==> config.mk <==
export PLATFORM = sky130hd
export DESIGN_NAME = vbw_acc_stage
export DESIGN_NICKNAME = d
export VERILOG_FILES = /design/src/rtl/vbw_acc_stage.sv
export SDC_FILE = /design/constraint.sdc
export NUM_CORES = 1
export LEC_CHECK = 0
export ABC_AREA = 1
export CORE_AREA = 3 3 98 123
export CTS_CLUSTER_SIZE = 24
export DETAILED_ROUTE_END_ITERATION = 6
export DIE_AREA = 0 0 101 126
export PLACE_DENSITY_LB_ADDON = 0.2
export SLEW_MARGIN = 10
export SYNTH_ARGS = -nofsm -noshare
export SYNTH_HDL_FRONTEND = slang
export SYNTH_SLANG_ARGS = --single-unit
export TNS_END_PERCENT = 20
==> constraint.sdc <==
create_clock -name clk -period 23.1 [get_ports clk]
set_clock_uncertainty 0.15 [all_clocks]
set_input_delay 2.31 -clock clk [delete_from_list [all_inputs] [get_ports clk]]
set_output_delay 2.31 -clock clk [all_outputs]
set_load 0.005 [all_outputs]
==> src/rtl/vbw_acc_stage.sv <==
// Lane-partitioned accumulator: sums a session of packed 64-bit beats lane-wise (1x64/2x32/4x16/8x8).
// Optional macro VBW_ACC_SAT_EN switches per-lane wraparound to unsigned per-lane saturation.
module vbw_acc_stage #(
  parameter int unsigned LEN_W = 8
) (
  input  logic             clk,
  input  logic             rst,
  input  logic             start,
  input  logic [1:0]       control,
  input  logic [LEN_W-1:0] len,
  input  logic             in_valid,
  output logic             in_ready,
  input  logic [63:0]      in_data,
  output logic             out_valid,
  input  logic             out_ready,
  output logic [63:0]      out_data,
  output logic             out_co,
  output logic             busy
);

  typedef enum logic [1:0] {
    IDLE = 2'd0,
    ACC  = 2'd1,
    OUT  = 2'd2
  } state_t;

  state_t           state, state_nx;
  logic [63:0]      acc;
  logic [LEN_W-1:0] cnt;
  logic [LEN_W-1:0] len_q;
  logic [1:0]       mode_q;
  logic             co_q;
  logic             accept;
  logic             last_beat;
  logic [64:0]      sum;

  // Byte-granular adder. A byte index whose low bits under the lane mask are
  // zero starts a new lane, so its carry-in is forced to 0. Bit 64 is the
  // carry out of bit 63.
  function automatic logic [64:0] lane_add(input logic [63:0] a,
                                           input logic [63:0] b,
                                           input logic [1:0]  mode);
    logic [2:0]  mask;
    logic [7:0]  c;
    logic [63:0] s;
    logic [8:0]  t;
    logic        prev;
    logic        ci;
    case (mode)
      2'b00:   mask = 3'd7;
      2'b01:   mask = 3'd3;
      2'b10:   mask = 3'd1;
      default: mask = 3'd0;
    endcase
    c    = '0;
    s    = '0;
    prev = 1'b0;
    for (int unsigned i = 0; i < 8; i++) begin
      ci = ((3'(i) & mask) == 3'd0) ? 1'b0 : prev;
      t  = {1'b0, a[8*i +: 8]} + {1'b0, b[8*i +: 8]} + {8'd0, ci};
      s[8*i +: 8] = t[7:0];
      c[i] = t[8];
      prev = t[8];
    end
`ifdef VBW_ACC_SAT_EN
    // A lane overflows when its top byte carries out; the top byte of the lane
    // holding byte i is i | mask.
    for (int unsigned i = 0; i < 8; i++) begin
      if (c[3'(i) | mask]) s[8*i +: 8] = '1;
    end
`endif
    return {c[7], s};
  endfunction

  assign sum       = lane_add(acc, in_data, mode_q);
  assign accept    = (state == ACC) && in_valid;
  assign last_beat = (cnt == len_q - LEN_W'(1));

  always_ff @(posedge clk) begin
    if (rst) begin
      state <= IDLE;
    end else begin
      state <= state_nx;
    end
  end

  always_comb begin
    state_nx  = state;
    in_ready  = 1'b0;
    out_valid = 1'b0;
    busy      = 1'b1;
    case (state)
      IDLE: begin
        busy = 1'b0;
        if (start) begin
          state_nx = (len == '0) ? OUT : ACC;
        end
      end
      ACC: begin
        in_ready = 1'b1;
        if (in_valid && last_beat) begin
          state_nx = OUT;
        end
      end
      OUT: begin
        out_valid = 1'b1;
        if (out_ready) begin
          state_nx = IDLE;
        end
      end
      default: begin
        state_nx = IDLE;
        busy     = 1'b0;
      end
    endcase
  end

  always_ff @(posedge clk) begin
    if (rst) begin
      acc    <= '0;
      cnt    <= '0;
      len_q  <= '0;
      mode_q <= '0;
      co_q   <= 1'b0;
    end else if (state == IDLE && start) begin
      acc    <= '0;
      cnt    <= '0;
      len_q  <= len;
      mode_q <= control;
      co_q   <= 1'b0;
    end else if (accept) begin
      acc <= sum[63:0];
      cnt <= cnt + LEN_W'(1);
      if (mode_q == 2'b00) begin
        co_q <= co_q | sum[64];
      end
    end
  end

  assign out_data = acc;
  assign out_co   = co_q;

endmodule
# Word level (Yosys, flattened, before mapping)
# Index checks and enable logic that the tools add are counted.
dict set report totals {
  in_bits 79
  output_inout_bits 68
  regBits 85
  elab_cells 65
}
dict set report classes {
  n_addsub 17
  n_eq_ne 8
  reduce_logical 17
  bitwise 1
  n_mux 16
}
# op n
set op_table {}
lappend op_table {{$add A8 B8 Y9} 8}
lappend op_table {{$add A9 B1 Y9} 7}
lappend op_table {{$logic_not A3 Y1} 7}
lappend op_table {{$mux W1} 10}
lappend op_table {{$pmux W3 S3} 1}
lappend op_table {{$add A8 B1 Y8 const B} 1}
lappend op_table {{$eq A8 B8 Y1} 1}
lappend op_table {{$logic_not A8 Y1} 1}
lappend op_table {{$mux W2} 4}
lappend op_table {{$sub A8 B1 Y8 const B} 1}
lappend op_table {{$pmux W2 S3} 1}
lappend op_table {{$eq A2 B1 Y1 const B} 2}
lappend op_table {{$eq A2 B2 Y1 const B} 2}
lappend op_table {{$logic_not A2 Y1} 2}
lappend op_table {{$ne A2 B2 Y1 const B} 2}
lappend op_table {{$reduce_or A2 Y1} 2}
lappend op_table {{$logic_and A1 B1 Y1} 3}
lappend op_table {{$reduce_and A3 Y1} 1}
lappend op_table {{$ne A2 B1 Y1 const B} 1}
lappend op_table {{$reduce_and A2 Y1} 1}
lappend op_table {{$or A1 B1 Y1} 1}

# Logic depth before layout (Yosys ltp)
# Gate-level depths: netlist of run 1.
dict set report depth {
  depth_word 18
  depth_mapped 81
  ltp_nobuf 81
}

# Worst setup path after synthesis of run 1
# Ideal clock, no wire load.
dict set report synth_path {
  kind {input to register}
  from {input in_data[0]}
  to {register acc[62], in the netlist out_data[62]}
  cell_stages 81
  setup_ps 115
  required_time_ps 22835
  path_buffers 0
  setup_slack_ps 8666
  arrival_ps 14169
  cell_sequence {ha_1 fa_1 nand3_1 nand3_1 nand2_1 nand2_1 a21oi_1 nor2_1 o21ai_0 a21oi_1 fa_1 fa_1 nand3_1 nand3_1 nand2_1 nand2_1 a21oi_1 nor2_1 (+45 left out) nand3_1 nand3_1 nand2_1 nand2_1 a21oi_1 nor2_1 o21ai_0 a21oi_1 fa_1 fa_1 nand3_1 nand3_1 nand2_1 a21oi_1 nor2_1 xnor2_1 o21ai_0 inv_1}
}
dict set report synth_between {
  elab_chain_len 15
}
# item line_no
set synth_lines {}
lappend synth_lines {{from (decl)} 13} ;# input logic [63:0] in_data,
lappend synth_lines {{$add A8 B8 Y9} 60} ;# t = {1'b0, a[8*i +: 8]} + {1'b0, b[8*i +: 8]} + {8'd0, ci};
lappend synth_lines {{$mux W1} 59} ;# ci = ((3'(i) & mask) == 3'd0) ? 1'b0 : prev;
lappend synth_lines {{$add A9 B1 Y9} 60}
lappend synth_lines {{$mux W1} 59}
lappend synth_lines {{$add A9 B1 Y9} 60}
lappend synth_lines {{$mux W1} 59}
lappend synth_lines {{$add A9 B1 Y9} 60}
lappend synth_lines {{$mux W1} 59}
lappend synth_lines {{$add A9 B1 Y9} 60}
lappend synth_lines {{$mux W1} 59}
lappend synth_lines {{$add A9 B1 Y9} 60}
lappend synth_lines {{$mux W1} 59}
lappend synth_lines {{$add A9 B1 Y9} 60}
lappend synth_lines {{$mux W1} 59}
lappend synth_lines {{$add A9 B1 Y9} 60}
lappend synth_lines {{to (signal assigned)} 132} ;# acc <= sum[63:0];
lappend synth_lines {{to (decl)} 28} ;# logic [63:0] acc;
# No other way between the ends.
# A chain may end at the register's enable or synchronous reset.

# Worst setup path after layout of run 1
# Same ends and word-level chain as after synthesis.

==> summary.txt, run 1 <==
Number of synthesized register bits -> 85
Sequential element share of the synthesized area -> 0.289
CP most frequent cell -> nand3_1
Chip width -> 101 microns
Post-synthesis mux area share -> 0
Drt via density -> 5.19
Die height -> 126 microns
Resized cells post-CTS -> 0
Area of the multi-input gates -> 3660 sq um
Worst slew pin tran -> 1030 ps
Largest net degree at the start of global routing -> 56
Hold-fix buffers, CTS -> 0
Final min period -> 15,580 ps
Slew Limit Fails -> 0
Grt ovf -> 0
Antenna diodes -> 0
Syn Inst Count -> 804
Relative slew margins -> 0.312
Number of flops mapped to enable cells by yosys -> 0
Setup TNS Final -> 0 ps
Vias -> 5,617
Distinct cells, synth -> 35
Max-Cap Viols -> 0
Sink Count -> 85
YS warnings -> 0
Nets@finish -> 1,098
Post-route ant nets -> 0
Final Cell Area -> 7790 sq um
Non-Filler Instances -> 1,082
Fmax -> 0.0642 GHz
Reg area -> 1700 sq um
Largest area contributor in the netlist -> dfxtp_1
Site Rows -> 43
Adder-Cell Fraction of Synth Area -> 0.183
Worst stage delay on the critical path -> 430 ps
Worst path slowest cell -> fa_1
Share of layout cells above drive strength 1 -> 0.0348
Port bufs -> 146
Worst-path maximum fanout -> 3
Most used DFF post-synth -> dfxtp_1
DRC -> 0
DR WL/cell -> 13.2 microns
Leak -> 0.00377 uW
DRT Pass-1 Iters -> 4
Initial DRC count -> 184
CTS tree -> built
Num CTS Buffers -> 9
CTS H-tree lvls -> 3
Vias in the first global route -> 5,488
Mapped Nets -> 960
Simple-Gate Fraction of Synth Area -> 0.200
CORE AREA -> 11,100 sq um
Final HPWL DP -> 10,600 microns
Crit start category -> input port
HP Class -> reg -> reg
Top cell type's share of synthesized area -> 0.289
Fin. Hold Viols -> 0
PD cells -> 81.0 nW/um^2
GPL Wtd Cong -> 0.872
Global Route Usage Sum -> 0.234
Area Overhead vs Synth -> 32.2%
Post-CTS setup repair buffer count -> 0
Placed instance area -> 7440 sq um
Critical Path AT -> 15,660 ps
Largest family of logic cells by synthesized area -> simple AND/OR/NAND/NOR gates
Netlist Area Pre-Place -> 5890 sq um
IO Pins -> 147
CTS max path bufs -> 2
Xor and xnor area share after synthesis -> 0.0707
Synth Area in Compound Gates -> 0.167
Setup CP Type -> in -> reg
Initial antenna violation count -> 0
Status -> complete, no violations
Fill cell count -> 932
WL final -> 14,300 microns
Register-to-register setup slack -> 9580 ps
Initial Util -> 0.531
Maximum vdd drop -> 64.0 uV
Clk root buf -> clkbuf_16
Required @ worst endpoint -> 23,180 ps
Post-synthesis async set-or-reset flop share -> 0
Die area -> 12,700 sq um
Fin crit share -> 0.674
Worst setup EP type -> register
Syn Area/Cell -> 7.33 sq um
Cell Count Post-Placement -> 1,066
RSZ-0062 raised after global routing -> no
Later-pin clock latency in the skew report -> 340 ps
Top cells by area, synth -> dfxtp_1 29%, ha_1 13%, inv_1 7.1%
Finish-stage setup viols -> 0
CTS clk-pin slew, worst paths -> 60 ps
Global-route wire length before repair -> 24,300 microns
-- final timing paths --
| check | cells after the start | from | end |
|---|---|---|---|
| min reg2reg | 2 | out_co | out_co |
| min | 2 | out_co | out_co |
| max | 82 | in_data[0] | out_data[62] |
| max reg2reg | 81 | out_data[0] | out_data[62] |
-- logic make-up (layout without fill, tap and decap cells) --
family                     after synthesis  in the layout
AOI/OAI and AO/OA                      182            182
adders and majority gates               77             77
and+or+nand+nor                        276            276
xor gates and xnor gates                46             46
DFF                                     85             85
buffers and inverters                  138            281
-- flip-flops by register name, summed over array words and instances, names as in the netlist --
name and cells:
out_data 64, cnt 8, len_q 8, mode_q 2, state 2, out_co 1
-- critical path: cells and delay by family --
family | cells | cell delay [ps]
fa+ha+maj | 16 | 6430
buf+inv | 2 | 460
xor+xnor | 1 | 80
simple gates | 41 | 3130
compound gates | 22 | 3270
-- cell type report --
cell class / instances / share of cell area
clock buffers: 13 / 0.0360
clock inverters: 3 / 0.00835
inverters: 117 / 0.0564
multi-input cells: 581 / 0.470
flip-flops and latches: 85 / 0.218
well taps: 135 / 0.0217
repair buffers: 148 / 0.190
-- per-stage QoR --
| step | total power, uW | util | worst slack (ps) | hold WS [ps] |
|---|---|---|---|---|
| 2_1_floorplan | 373 | - | 8670 | 300 |
| 3_3_place_gp | 463 | 0.672 | 7590 | 303 |
| 3_5_place_dp | 468 | 0.672 | 7170 | 313 |
| 4_1_cts | 636 | 0.703 | 7470 | 326 |
| 5_1_grt | 683 | 0.703 | 6020 | 372 |
| 6_report | 631 | 0.703 | 7520 | 328 |
-- layout by cell type (no fill, tap or decap) --
cell	count
clkdlybuf4s50_1	146
inv_1	112
nand2_1	102
nor2_1	97
dfxtp_1	85
a21oi_1	74
o21ai_0	68
ha_1	62
nand3_1	49
xor2_1	35
fa_1	15
a21o_1	14
xnor2_1	10
nand4_1	9
clkbuf_16	9
a31oi_1	8
o211ai_1	8
o21ai_1	8
inv_2	5
nor3_1	4
clkbuf_8	4
nor2_2	3
nand2_2	2
nor4_1	2
bufinv_16	2
buf_4	2
o21a_1	1
nor2_4	1
o311ai_0	1
nor3_2	1
and3_1	1
nor3b_1	1
xnor3_1	1
nand4_2	1
or2_2	1
and2_1	1
nand3_2	1
clkinv_2	1
-- Yosys cell counts, types with 2 or more instances --
master and count:
xor2_1 35, buf_2 13, clkbuf_1 7, inv_1 112, a31oi_1 8, a21o_1 14, nor2_1 97, a21oi_1 74
nand4_1 9, nor2_2 3, inv_2 5, nand3_1 49, nor3_1 4, o21ai_1 8, ha_1 62, o21ai_0 68
nand2_1 103, nor4_1 2, o211ai_1 8, xnor2_1 10, fa_1 15, dfxtp_1 85
-- power breakdown --
part	switching (uW)	internal, uW
registers	21.2	171
clock network	59.0	106
logic	149	124
total	229	401
-- routing by layer --
metal  part of all wire  global-route usage  vias to the layer above  wire (microns)
met4              0.021              0.0900                        0             299
li1                   -                   -                     2927               -
met3              0.055              0.0338                       22             787
met5                  0                   0                        -               0
met1               0.42               0.281                     2530            6050
met2               0.50               0.415                      138            7200
Power figures use the tool's default switching activity.
==> inputs of run 2 (changes only) <==
--- a/config.mk
+++ b/config.mk
@@ -6,10 +6,10 @@
 export NUM_CORES = 1
 export LEC_CHECK = 0
 export ABC_AREA = 1
-export CORE_AREA = 3 3 98 123
+export CORE_AREA = 3 3 106 133
 export CTS_CLUSTER_SIZE = 24
 export DETAILED_ROUTE_END_ITERATION = 6
-export DIE_AREA = 0 0 101 126
+export DIE_AREA = 0 0 109 136
 export PLACE_DENSITY_LB_ADDON = 0.2
 export SLEW_MARGIN = 10
 export SYNTH_ARGS = -nofsm -noshare
==> constraint.sdc (replaced) <==
create_clock -name clk -period 13.2 [get_ports clk]
set_clock_uncertainty 0.15 [all_clocks]
set_input_delay 1.32 -clock clk [delete_from_list [all_inputs] [get_ports clk]]
set_output_delay 1.32 -clock clk [all_outputs]
set_load 0.005 [all_outputs]
==> run 2 against run 1 <==
Utilization decreased by 7.5 points. Critical endpoint unchanged. First-iteration DRC count increased by 12%. Combinational power increased by 85%.
==> summary.txt, run 2 (synthesis results as in run 1) <==
Status -> complete, no violations
Fin. Hold Viols -> 0 (unchanged)
Initial Util -> 0.459 (-0.0725)
Area Overhead vs Synth -> 36.8%
Post-route ant nets -> 0 (unchanged)
Initial DRC count -> 206 (+12%)
CORE AREA -> 12,800 sq um (+16%)
R2R depth -> 81 (unchanged)
Relative slew margins -> 0.277 (-0.0352)
Num CTS Buffers -> 9 (unchanged)
Leak -> 0.00386 uW (+2.3%)
Worst slew pin tran -> 1080 ps (+52.7 ps)
Core Util, Final -> 0.628 (-0.0749)
Vias in the first global route -> 5,438 (-0.91%)
RSZ-0062 raised after global routing -> yes
DRT Pass-1 Iters -> 4 (unchanged)
HP Class -> reg -> reg
WHS Path Cells -> 2 (unchanged)
Final HPWL DP -> 10,900 microns (+3.1%)
Largest net degree at the start of global routing -> 56 (unchanged)
Required @ worst endpoint -> 13,280 ps (-9900 ps)
Worst stage delay on the critical path -> 400 ps (-30 ps)
Global-route wire length before repair -> 24,400 microns (+0.62%)
Later-pin clock latency in the skew report -> 340 ps (about the same)
Fin crit share -> 0.976
CTS max path bufs -> 2 (unchanged)
Sink Count -> 85 (unchanged)
Nets@finish -> 1,126 (+2.6%)
WL final -> 14,700 microns (+2.6%)
Critical path depth -> 82 (unchanged)
Logic pwr share -> 0.465 (+0.032)
DRC -> 0 (unchanged)
Fmax -> 0.0776 GHz
CTS tree -> built
Sw frac -> 0.384 (+0.0199)
Initial antenna violation count -> 0 (unchanged)
Most common cell after layout, fill and taps aside -> clkdlybuf4s50_1
Final min period -> 12,890 ps
Top delay family on crit path -> adder cells
Share of layout cells above drive strength 1 -> 0.0882 (+0.0534)
Global Route Usage Sum -> 0.202 (-0.0319)
Worst-path maximum fanout -> 3 (unchanged)
CTS H-tree lvls -> 3 (unchanged)
PD cells -> 134 nW/um^2 (+66%)
Drt via density -> 4.93 (-5.0%)
Sw Pwr -> 416 uW (+81%)
Int Power -> 667 uW (+66%)
DR WL/cell -> 12.9 microns (-2.9%)
Worst path bufs/invs -> 2 (unchanged)
Chip width -> 109 microns (+7.9%)
IO Pins -> 147 (unchanged)
Grt ovf -> 0 (unchanged)
Finish-stage setup viols -> 0 (unchanged)
CTS clk-pin slew, worst paths -> 70 ps (about the same)
Die height -> 136 microns (+7.9%)
Clock share of power -> 0.225 (-0.037)
Worst path slowest cell -> clkdlybuf4s50_1
Largest register FFs -> 64 (unchanged)
Slew Limit Fails -> 0 (unchanged)
Crit start category -> input port
Setup TNS Final -> 0 ps (unchanged)
Sequential power share -> 0.311 (+0.006)
Site Rows -> 46 (+7.0%)
Clk root buf -> clkbuf_16
Vias -> 5,636 (+0.34%)
Final worst slack -> 313 ps (-7210 ps)
Die area -> 14,800 sq um (+16%)
Pre-CTS setup slack -> -1010 ps (-8180 ps)
GPL Wtd Cong -> 0.864 (-0.97%)
Fill cell count -> 1,146 (+23%)
Antenna diodes -> 0 (unchanged)
Commonest cells after routing, fill and taps aside -> 146 x clkdlybuf4s50_1, 112 x inv_1, 102 x nand2_1
CP most frequent cell -> nand2_1
Critical Path AT -> 12,970 ps (-2690 ps)
Port bufs -> 146 (unchanged)
Max-Cap Viols -> 0 (unchanged)
Setup CP Type -> in -> reg
Worst setup EP type -> register
Maximum vdd drop -> 107 uV (+67%)
==> run 2: power by group through the flow <==
stage	registers (uW)	logic, uW	clock network, uW
after floorplan	337	319	0
after global placement	342	494	0
after detailed placement	342	498	0
after CTS	337	505	249
after global routing	344	573	258
final	336	504	243
==> run 2: cell type report <==
cell class              count  area, sq um  share of cell area
repair buffers            176         1690               0.209
well taps                 168          210              0.0261
flip-flops and latches     85         1700               0.211
inverters                 117          439              0.0545
clock inverters             6         47.5             0.00590
clock buffers              10          239              0.0297
multi-input cells         581         3730               0.463
==> run 2: through the flow <==
| stage | power, uW | hold slack, ps | cells | instance area, sq um |
|---|---|---|---|---|
| 2_1_floorplan | 655 | 300 | 804 | 5920 |
| 3_3_place_gp | 836 | 303 | 1126 | 7720 |
| 3_5_place_dp | 841 | 318 | 1126 | 7720 |
| 4_1_cts | 1090 | 333 | 1143 | 8040 |
| 5_1_grt | 1170 | 358 | 1143 | 8060 |
| 6_report | 1080 | 329 | 1143 | 8060 |
==> run 2: worst min-delay path, stage by stage, from the launching register on <==
cell     delay [ps]
dfxtp_1         320
inv_1            60
a21oi_1          50
==> run 2: worst paths after layout <==
kind               start            to  slack, ps
max           in_data[0]  out_data[62]        310
min reg2reg       cnt[7]        cnt[7]        330
min               cnt[7]        cnt[7]        330
max reg2reg  out_data[0]  out_data[62]       1390
==> run 2: layer usage <==
| layer | vias to the layer above | wire length [microns] | GRT usage | share of wire |
|---|---|---|---|---|
| met5 | - | 0 | 0 | 0 |
| li1 | 2983 | - | - | - |
| met3 | 15 | 800 | 0.0428 | 0.054 |
| met2 | 112 | 7340 | 0.361 | 0.50 |
| met4 | 0 | 193 | 0.0526 | 0.013 |
| met1 | 2526 | 6370 | 0.243 | 0.43 |
==> run 2: timing repair <==
action / CTS / global route
pin swaps: 1 / 3
endpoints found under the setup margin: 8 / 9
setup buffers: 1 / 0
hold buffers: 0 / 0
cloned: 0 / 0
gates resized for setup: 12 / 10
